--- src/rtl/key_event_unit.sv ---
// key_event_unit: per-channel synchroniser, debouncer and event classifier for
// active-low push buttons (press, release, long press, auto-repeat, double click).
module key_event_unit #(
   parameter int CHANNELS = 4,
   parameter int DEB_CYC  = 500_000,
   parameter int HOLD_CYC = 50_000_000,
   parameter int REP_CYC  = 5_000_000,
   parameter int DCLK_CYC = 15_000_000
) (
   input  logic                  clk,
   input  logic                  reset,
   input  logic [CHANNELS-1:0]   key_n,
   input  logic                  en,
   output logic [CHANNELS-1:0]   held,
   output logic [CHANNELS-1:0]   press,
   output logic [CHANNELS-1:0]   key_release,
   output logic [CHANNELS-1:0]   long_press,
   output logic [CHANNELS-1:0]   auto_repeat,
   output logic [CHANNELS-1:0]   dclick,
   output logic [2*CHANNELS-1:0] fsm_state
);

   // "release" and "repeat" are reserved words, hence key_release / auto_repeat.
   localparam int DEB_W  = (DEB_CYC  > 1) ? $clog2(DEB_CYC)  : 1;
   localparam int HOLD_W = $clog2(HOLD_CYC);
   localparam int REP_W  = (REP_CYC  > 1) ? $clog2(REP_CYC)  : 1;
   localparam int DCLK_W = (DCLK_CYC > 1) ? $clog2(DCLK_CYC) : 1;

   localparam logic [DEB_W-1:0]  DEB_LAST  = DEB_W'(DEB_CYC - 1);
   localparam logic [HOLD_W-1:0] HOLD_LAST = HOLD_W'(HOLD_CYC - 1);
   localparam logic [REP_W-1:0]  REP_LAST  = REP_W'(REP_CYC - 1);
   localparam logic [DCLK_W-1:0] DCLK_LAST = DCLK_W'(DCLK_CYC - 1);

   typedef enum logic [1:0] {
      ST_IDLE   = 2'd0,
      ST_DOWN   = 2'd1,
      ST_REPEAT = 2'd2,
      ST_GAP    = 2'd3
   } state_t;

   for (genvar ch = 0; ch < CHANNELS; ch++) begin : g_ch
      logic              sync1_q, sync1_d, sync2_q, sync2_d;
      logic [DEB_W-1:0]  deb_cnt_q, deb_cnt_d;
      logic              held_q, held_d, held_prev_q, held_prev_d;
      state_t            state_q, state_d;
      logic [HOLD_W-1:0] hold_cnt_q, hold_cnt_d;
      logic [REP_W-1:0]  rep_cnt_q, rep_cnt_d;
      logic [DCLK_W-1:0] win_cnt_q, win_cnt_d;
      logic              suppress_q, suppress_d;
      logic              press_q, press_d;
      logic              release_q, release_d;
      logic              long_q, long_d;
      logic              repeat_q, repeat_d;
      logic              dclick_q, dclick_d;
      logic              rise, fall;

      // Debounce: held flips only after DEB_CYC consecutive mismatching edges.
      always_comb begin
         sync1_d     = ~key_n[ch];
         sync2_d     = sync1_q;
         held_d      = held_q;
         deb_cnt_d   = '0;
         held_prev_d = held_q;
         if (sync2_q != held_q) begin
            if (deb_cnt_q == DEB_LAST) begin
               held_d = ~held_q;
            end else begin
               deb_cnt_d = deb_cnt_q + 1'b1;
            end
         end
      end

      assign rise = held_q & ~held_prev_q;
      assign fall = ~held_q & held_prev_q;

      always_ff @(posedge clk) begin
         if (!reset) begin
            state_q <= ST_IDLE;
         end else begin
            state_q <= state_d;
         end
      end

      always_comb begin
         state_d = state_q;
         if (!en) begin
            state_d = ST_IDLE;
         end else begin
            case (state_q)
               ST_IDLE:   if (rise) state_d = ST_DOWN;
               ST_DOWN: begin
                  if (fall)                          state_d = suppress_q ? ST_IDLE : ST_GAP;
                  else if (hold_cnt_q == HOLD_LAST)  state_d = ST_REPEAT;
               end
               ST_REPEAT: if (fall) state_d = ST_IDLE;
               ST_GAP: begin
                  if (rise)                          state_d = ST_DOWN;
                  else if (win_cnt_q == DCLK_LAST)   state_d = ST_IDLE;
               end
               default:   state_d = ST_IDLE;
            endcase
         end
      end

      // Counters restart from zero on every state entry because they default to 0.
      always_comb begin
         press_d    = 1'b0;
         release_d  = 1'b0;
         long_d     = 1'b0;
         repeat_d   = 1'b0;
         dclick_d   = 1'b0;
         hold_cnt_d = '0;
         rep_cnt_d  = '0;
         win_cnt_d  = '0;
         suppress_d = suppress_q;
         if (!en) begin
            suppress_d = 1'b0;
         end else begin
            case (state_q)
               ST_IDLE: press_d = rise;
               ST_DOWN: begin
                  if (fall) begin
                     release_d  = 1'b1;
                     suppress_d = 1'b0;
                  end else if (hold_cnt_q == HOLD_LAST) begin
                     long_d = 1'b1;
                  end else begin
                     hold_cnt_d = hold_cnt_q + 1'b1;
                  end
               end
               ST_REPEAT: begin
                  if (fall) begin
                     release_d  = 1'b1;
                     suppress_d = 1'b0;
                  end else if (rep_cnt_q == REP_LAST) begin
                     repeat_d = 1'b1;
                  end else begin
                     rep_cnt_d = rep_cnt_q + 1'b1;
                  end
               end
               ST_GAP: begin
                  if (rise) begin
                     press_d    = 1'b1;
                     dclick_d   = 1'b1;
                     suppress_d = 1'b1;
                  end else if (win_cnt_q != DCLK_LAST) begin
                     win_cnt_d = win_cnt_q + 1'b1;
                  end
               end
               default: ;
            endcase
         end
      end

      always_ff @(posedge clk) begin
         if (!reset) begin
            sync1_q     <= 1'b0;
            sync2_q     <= 1'b0;
            deb_cnt_q   <= '0;
            held_q      <= 1'b0;
            held_prev_q <= 1'b0;
            hold_cnt_q  <= '0;
            rep_cnt_q   <= '0;
            win_cnt_q   <= '0;
            suppress_q  <= 1'b0;
            press_q     <= 1'b0;
            release_q   <= 1'b0;
            long_q      <= 1'b0;
            repeat_q    <= 1'b0;
            dclick_q    <= 1'b0;
         end else begin
            sync1_q     <= sync1_d;
            sync2_q     <= sync2_d;
            deb_cnt_q   <= deb_cnt_d;
            held_q      <= held_d;
            held_prev_q <= held_prev_d;
            hold_cnt_q  <= hold_cnt_d;
            rep_cnt_q   <= rep_cnt_d;
            win_cnt_q   <= win_cnt_d;
            suppress_q  <= suppress_d;
            press_q     <= press_d;
            release_q   <= release_d;
            long_q      <= long_d;
            repeat_q    <= repeat_d;
            dclick_q    <= dclick_d;
         end
      end

      assign held[ch]             = held_q;
      assign press[ch]            = press_q;
      assign key_release[ch]      = release_q;
      assign long_press[ch]       = long_q;
      assign auto_repeat[ch]      = repeat_q;
      assign dclick[ch]           = dclick_q;
      assign fsm_state[2*ch +: 2] = state_q;
   end

endmodule

--- config.mk ---
export PLATFORM = sky130hd
export DESIGN_NAME = key_event_unit
export DESIGN_NICKNAME = d
export VERILOG_FILES = /design/src/rtl/key_event_unit.sv
export SDC_FILE = /design/constraint.sdc
export NUM_CORES = 1
export LEC_CHECK = 0
export ABC_AREA = 1
export CORE_ASPECT_RATIO = 0.6
export CORE_UTILIZATION = 23
export CTS_CLUSTER_DIAMETER = 100
export DETAILED_ROUTE_END_ITERATION = 6
export PLACE_DENSITY = 0.37
export SETUP_SLACK_MARGIN = 0.3
export SYNTH_ARGS = -nofsm -noshare
export SYNTH_HDL_FRONTEND = slang
export SYNTH_SLANG_ARGS = --single-unit
export TNS_END_PERCENT = 30
--- constraint.sdc ---
create_clock -name clk -period 1.9 [get_ports clk]
set_input_delay 0.475 -clock clk [delete_from_list [all_inputs] [get_ports clk]]
set_output_delay 0.475 -clock clk [all_outputs]
set_load 0.1 [all_outputs]
### Word level (Yosys, flattened, before mapping)

Index checks and enable logic that the tools add are counted.

| storage, ports and cells | value |
|---|---|
| flip-flop bits (word level) | 416 |
| bits in latches | 0 |
| memory bits (writable) | 0 |
| memory bits (read-only) | 0 |
| input port bits | 7 |
| output and inout port bits | 32 |
| logic and storage cells | 299 |
| memories | 0 |

| operators by class | value |
|---|---|
| add/subtract/negate cells | 16 |
| multiply operators | 0 |
| divide/modulo/power cells | 0 |
| magnitude comparators | 0 |
| equal/unequal tests | 60 |
| shifts and indexed selects | 0 |
| muxes and demuxes | 64 |
| bitwise gates (word level) | 42 |
| reduce and logical (&&, ||, !) cells | 57 |

Operators by type and width:

| kind | number |
|---|---|
| $add A26 B1 Y26 const B | 4 |
| $eq A26 B26 Y1 const B | 4 |
| $add A24 B1 Y24 const B | 4 |
| $eq A24 B24 Y1 const B | 4 |
| $ne A24 B24 Y1 const B | 4 |
| $add A23 B1 Y23 const B | 4 |
| $eq A23 B23 Y1 const B | 4 |
| $add A19 B1 Y19 const B | 4 |
| $eq A19 B19 Y1 const B | 4 |
| $reduce_or A5 Y1 | 12 |
| $mux W2 | 28 |
| $reduce_and A3 Y1 | 12 |
| $not A1 Y1 | 34 |
| $pmux W2 S4 | 4 |
| $reduce_or A4 Y1 | 8 |
| $mux W1 | 24 |
| $ne A2 B2 Y1 const B | 12 |
| $ne A3 B3 Y1 const B | 8 |
| $eq A2 B2 Y1 const B | 8 |
| $pmux W1 S2 | 8 |
| $reduce_and A4 Y1 | 4 |
| $reduce_or A3 Y1 | 4 |
| $reduce_and A2 Y1 | 5 |
| $and A1 B1 Y1 | 8 |
| other kinds (6) | 24 |

### Logic depth before layout (Yosys ltp)

| logic depth | value |
|---|---|
| word-level depth | 4 |
| depth in mapped cells | 12 |
| gate-level depth less buffers | 12 |

### Worst setup path before layout

Ideal clock, no wire load.

| timing | value |
|---|---|
| kind | register to register |
| from | register g_ch[1].state_q[0] |
| to | register g_ch[1].hold_cnt_q[20] |
| library setup time | 0.078 ns |
| arrival time | 2.036 ns |
| required time | 1.822 ns |
| setup slack | -0.214 ns |
| cell stages (with the launch flop) | 9 |
| buffers on the path | 1 |
| period minus slack after synthesis | 2.114 ns |
| path through | dfxtp_1 ha_1 inv_1 nor2_1 nand2_1 nor2_4 inv_2 buf_6 nor3_1 |

| between the ends | value |
|---|---|
| cells in the longest elaborated chain, start to end | 3 |

RTL lines:

| item | line | source |
|---|---|---|
| start: declaration | 45 | `state_t state_q, state_d;` |
| start signal: assignment | 80 | `state_q <= state_d;` |
| $eq A2 B1 Y1 | 119 | `case (state_q)` |
| $not A1 Y1 (no source line) | - |  |
| $reduce_or A5 Y1 (no source line) | - |  |
| end signal: assignment | 177 | `hold_cnt_q <= hold_cnt_d;` |
| end: declaration | 46 | `logic [HOLD_W-1:0] hold_cnt_q, hold_cnt_d;` |

Every way passes these cells.
A chain may end at the register's enable or synchronous reset.

### Worst setup path after layout

| timing | value |
|---|---|
| from | register g_ch[3].held_q |
| to | output held[3] |

RTL lines:

| item | line | source |
|---|---|---|
| start: declaration | 44 | `logic held_q, held_d, held_prev_q, held_prev_d;` |
| start signal: assignment | 175 | `held_q <= held_d;` |
| end: declaration | 14 | `output logic [CHANNELS-1:0] held,` |

No word-level cell between the ends.

==> results.tsv <==
stage	metric	value	unit
run_status	status	finished clean	
place	port_buffers	38	
route	vias_per_cell	4.140	
sta	slew-limit-headroom	64.85	%
sta	final-hold-violation-count	0	
pwr	fin_total_pwr	18.32	mW
route	dr_total_vias	18690	
synthesis	yosysSeqAreaShare	39.86	%
worst_setup_path	crit_type	reg -> out	
clock_network	htree_num_levels	2	
finish	multi_input_area	11970	um^2
synthesis	synth_cells	3011	
synthesis	synth.avg_cell_area	6.938	um^2
finish	regArea	8512	um^2
clock_network	root_buffer	clkbuf_16	
worst_setup_path	critPathMaxFanout	2	
worst_setup_path	cp-end-kind	primary output	
synthesis	synth.most_common_cell	nand2_1	
finish	drive_gt1_share	23.78	%
clock_network	clockBufferDepth	3	
synthesis	synth_nets	3050	
synthesis	post_synth_num_cell_types	45	
floorplanning	ios	39	
worst_setup_path	crit_slowest_cell	dfxtp_4	
route	ant_nets	0	
synthesis	synth_area_leader_cell	dfxtp_1	
synthesis	ys_seq_elements	416	
sta	tns	0	ps
synthesis	synth_area_leaders	dfxtp_1 40%, nand2_1 11%, nor2_1 9.7%	
worst_setup_path	critPathRequiredTime	1420	ps
clock_network	tritoncts	yes	
flow_run	max_cap_viol_count	0	
worst_hold_path	holdCritStartpoint	key_n[0]	
floorplanning	die_h	235.5	um
worst_setup_path	slowest_delay	390	ps
synthesis	synth_ff_type	dfxtp_1	
floorplanning	initial_utilization	23.25	%
worst_setup_path	cp_top_family	flip-flops	
pwr	ir_worst_vdd	530.6	uV
route	drc_errors	0	
sta	clock-skew-final	10.47	ps
finish	area_growth	34.23	%
worst_setup_path	critPathLaunch	g_ch[3].held_prev_d	
finish	antenna_cells	0	
route	drt_iter0_drc	1170	
synthesis	yosysTopAreaCellShare	39.86	%
sta	fin_crit	1728	ps
route	wl_per_cell	12.86	um
place	routabilityCongestion	0.7855	
synthesis	yosys-top-cells-count	618 x nand2_1, 538 x nor2_1, 416 x dfxtp_1, 401 x inv_1, 174 x nor3_1	
grt	track_usage	12.21	%
pwr	power_density	653.4	nW/um^2
sta	finalSetupViolations	0	
grt	grt_antenna_before_repair	0	
place	dp_slack	-202.5	ps
worst_setup_path	start_kind	flop	
route	route.met2.wl	20040	um
route	wl_met1	34690	um
pwr	p_leak	9.706	nW
floorplanning	die_area	92080	um^2
sta	setup_slack	171.5	ps
clock_network	cts_hold_buf	0	
grt	grt_pass1_vias	16870	
worst_setup_path	worst_ep_arrival_time	1250	ps
floorplanning	core	89870	um^2
worst_setup_path	cp_num_buf_inv	2	
worst_setup_path	r2r_slack	250	ps
clock_network	cts_buffers	48	
sta	period_share	90.97	%
sta	slew_viol_final	0	
finish	nets	3300	
sta	tightestPinTransition	523.2	ps
route	top_layer_used	met4	
finish	nFillCells	9760	
worst_hold_path	min_path_type	in -> reg	
clock_network	worstSkewPairLatency	590	ps
synthesis	synth_area	20890	um^2
synthesis	synth_edf_count	0	
floorplanning	die_w	391.1	um
clock_network	cts.reportedPaths.clkPinSlew	60	ps
route	drt-pass1-iter-count	7	
route	wl_met3	2309	um
grt	grt_max_degree	26	
floorplanning	row_count	85	
clock_network	cts.sinks	416	
grt	gr-total-overflow	0	
worst_setup_path	cp_cell_sequence	buf_6 -> buf_12	
place	dp_hpwl	41320	um
route	wl	58080	um
worst_setup_path	r2r_start	g_ch[1].deb_cnt_q[0]	
sta	fmax	578.6	MHz
sta	rsz0062_at_grt	true	
synthesis	yosys_warnings	0	
grt	grt_pass1_wl	91950	um
synthesis	async_flop_share	0	%
==> through the flow <==
step	hold slack (ps)	area (um^2)	utilization [%]	std cells
global placement	412.7	23890	26.59	4335
detailed placement	410.5	23890	26.59	4335
floorplan	390.5	20920	-	3011
finish	407.9	28040	31.21	4515
CTS	361.8	26240	29.20	4458
global route	394.6	28040	31.21	4515
==> worst register-to-register path: stages, from the launching register on <==
cell     delay [ps]
dfxtp_1         350
ha_1            270
nand3_1         160
nor2_1          150
nand4_1         200
nand3_1         180
buf_12          170
nor3b_1          70
==> path summary, 6_finish.rpt <==
path	end	cells past startpoint
max	held[3]	2
min	g_ch[0].sync1_q	2
max reg2reg	g_ch[1].deb_cnt_q[4]	7
min reg2reg	g_ch[2].sync2_q	2
==> layout by cell type (no fill, tap or decap), drive strengths merged, types with 83 or more instances in the layout <==
cell type  Yosys  routed
nor3         188     188
xor2          83      83
nand3        160     160
nor2         580     580
nand2        631     631
buf           56     251
a21oi        141     141
nand4         85      85
dfxtp        416     416
inv          413     412
==> per-layer routing <==
layer  global-route usage (%)  vias to the layer above
met5                        0                        -
met4                    2.888                        0
met3                    2.380                       68
met2                    14.56                      210
met1                    20.82                     8325
li1                         -                    10090
==> where the power goes <==
group	internal, mW	switching, mW
logic	0.0510	0.0686
registers	8.69	0.00722
clock network	5.58	3.93
total	14.3	4.01
==> kinds of logic (layout without fill, tap and decap cells) <==
logic type,Yosys count,count (layout),share of synthesized area [%]
AOI/OAI and AO/OA,202,202,5.145
DFF,416,416,39.86
adders and majority gates,32,32,1.916
and+or+nand+nor,1761,1761,38.51
buffers and inverters,475,761,9.289
xor gates and xnor gates,125,125,5.276
==> layout make-up <==
class / instances / share of cell area [%]
tap: 1218 / 5.434
sequential: 416 / 30.35
inverter: 413 / 5.559
clock buffer: 77 / 5.425
clock inverter: 9 / 0.2677
timing repair buffer: 262 / 10.28
multi-input combinational: 2120 / 42.68
==> flip-flops by register name, summed over array words and instances, names as in the netlist, 8 cells and up <==
signal / count
g_ch.deb_cnt_q: 76
g_ch.hold_cnt_q: 104
g_ch.rep_cnt_q: 92
g_ch.state_q: 8
g_ch.win_cnt_q: 96
==> repair_timing <==
action | 4_1_cts | 5_1_grt
setup endpoints to repair | 332 | 412
pin swaps | 22 | 84
hold endpoints to repair | 0 | 0
gates cloned | 6 | 6
gates resized for setup | 107 | 365
buffers inserted | 31 | 51
Note: power is estimated with default switching activity, not from simulation.
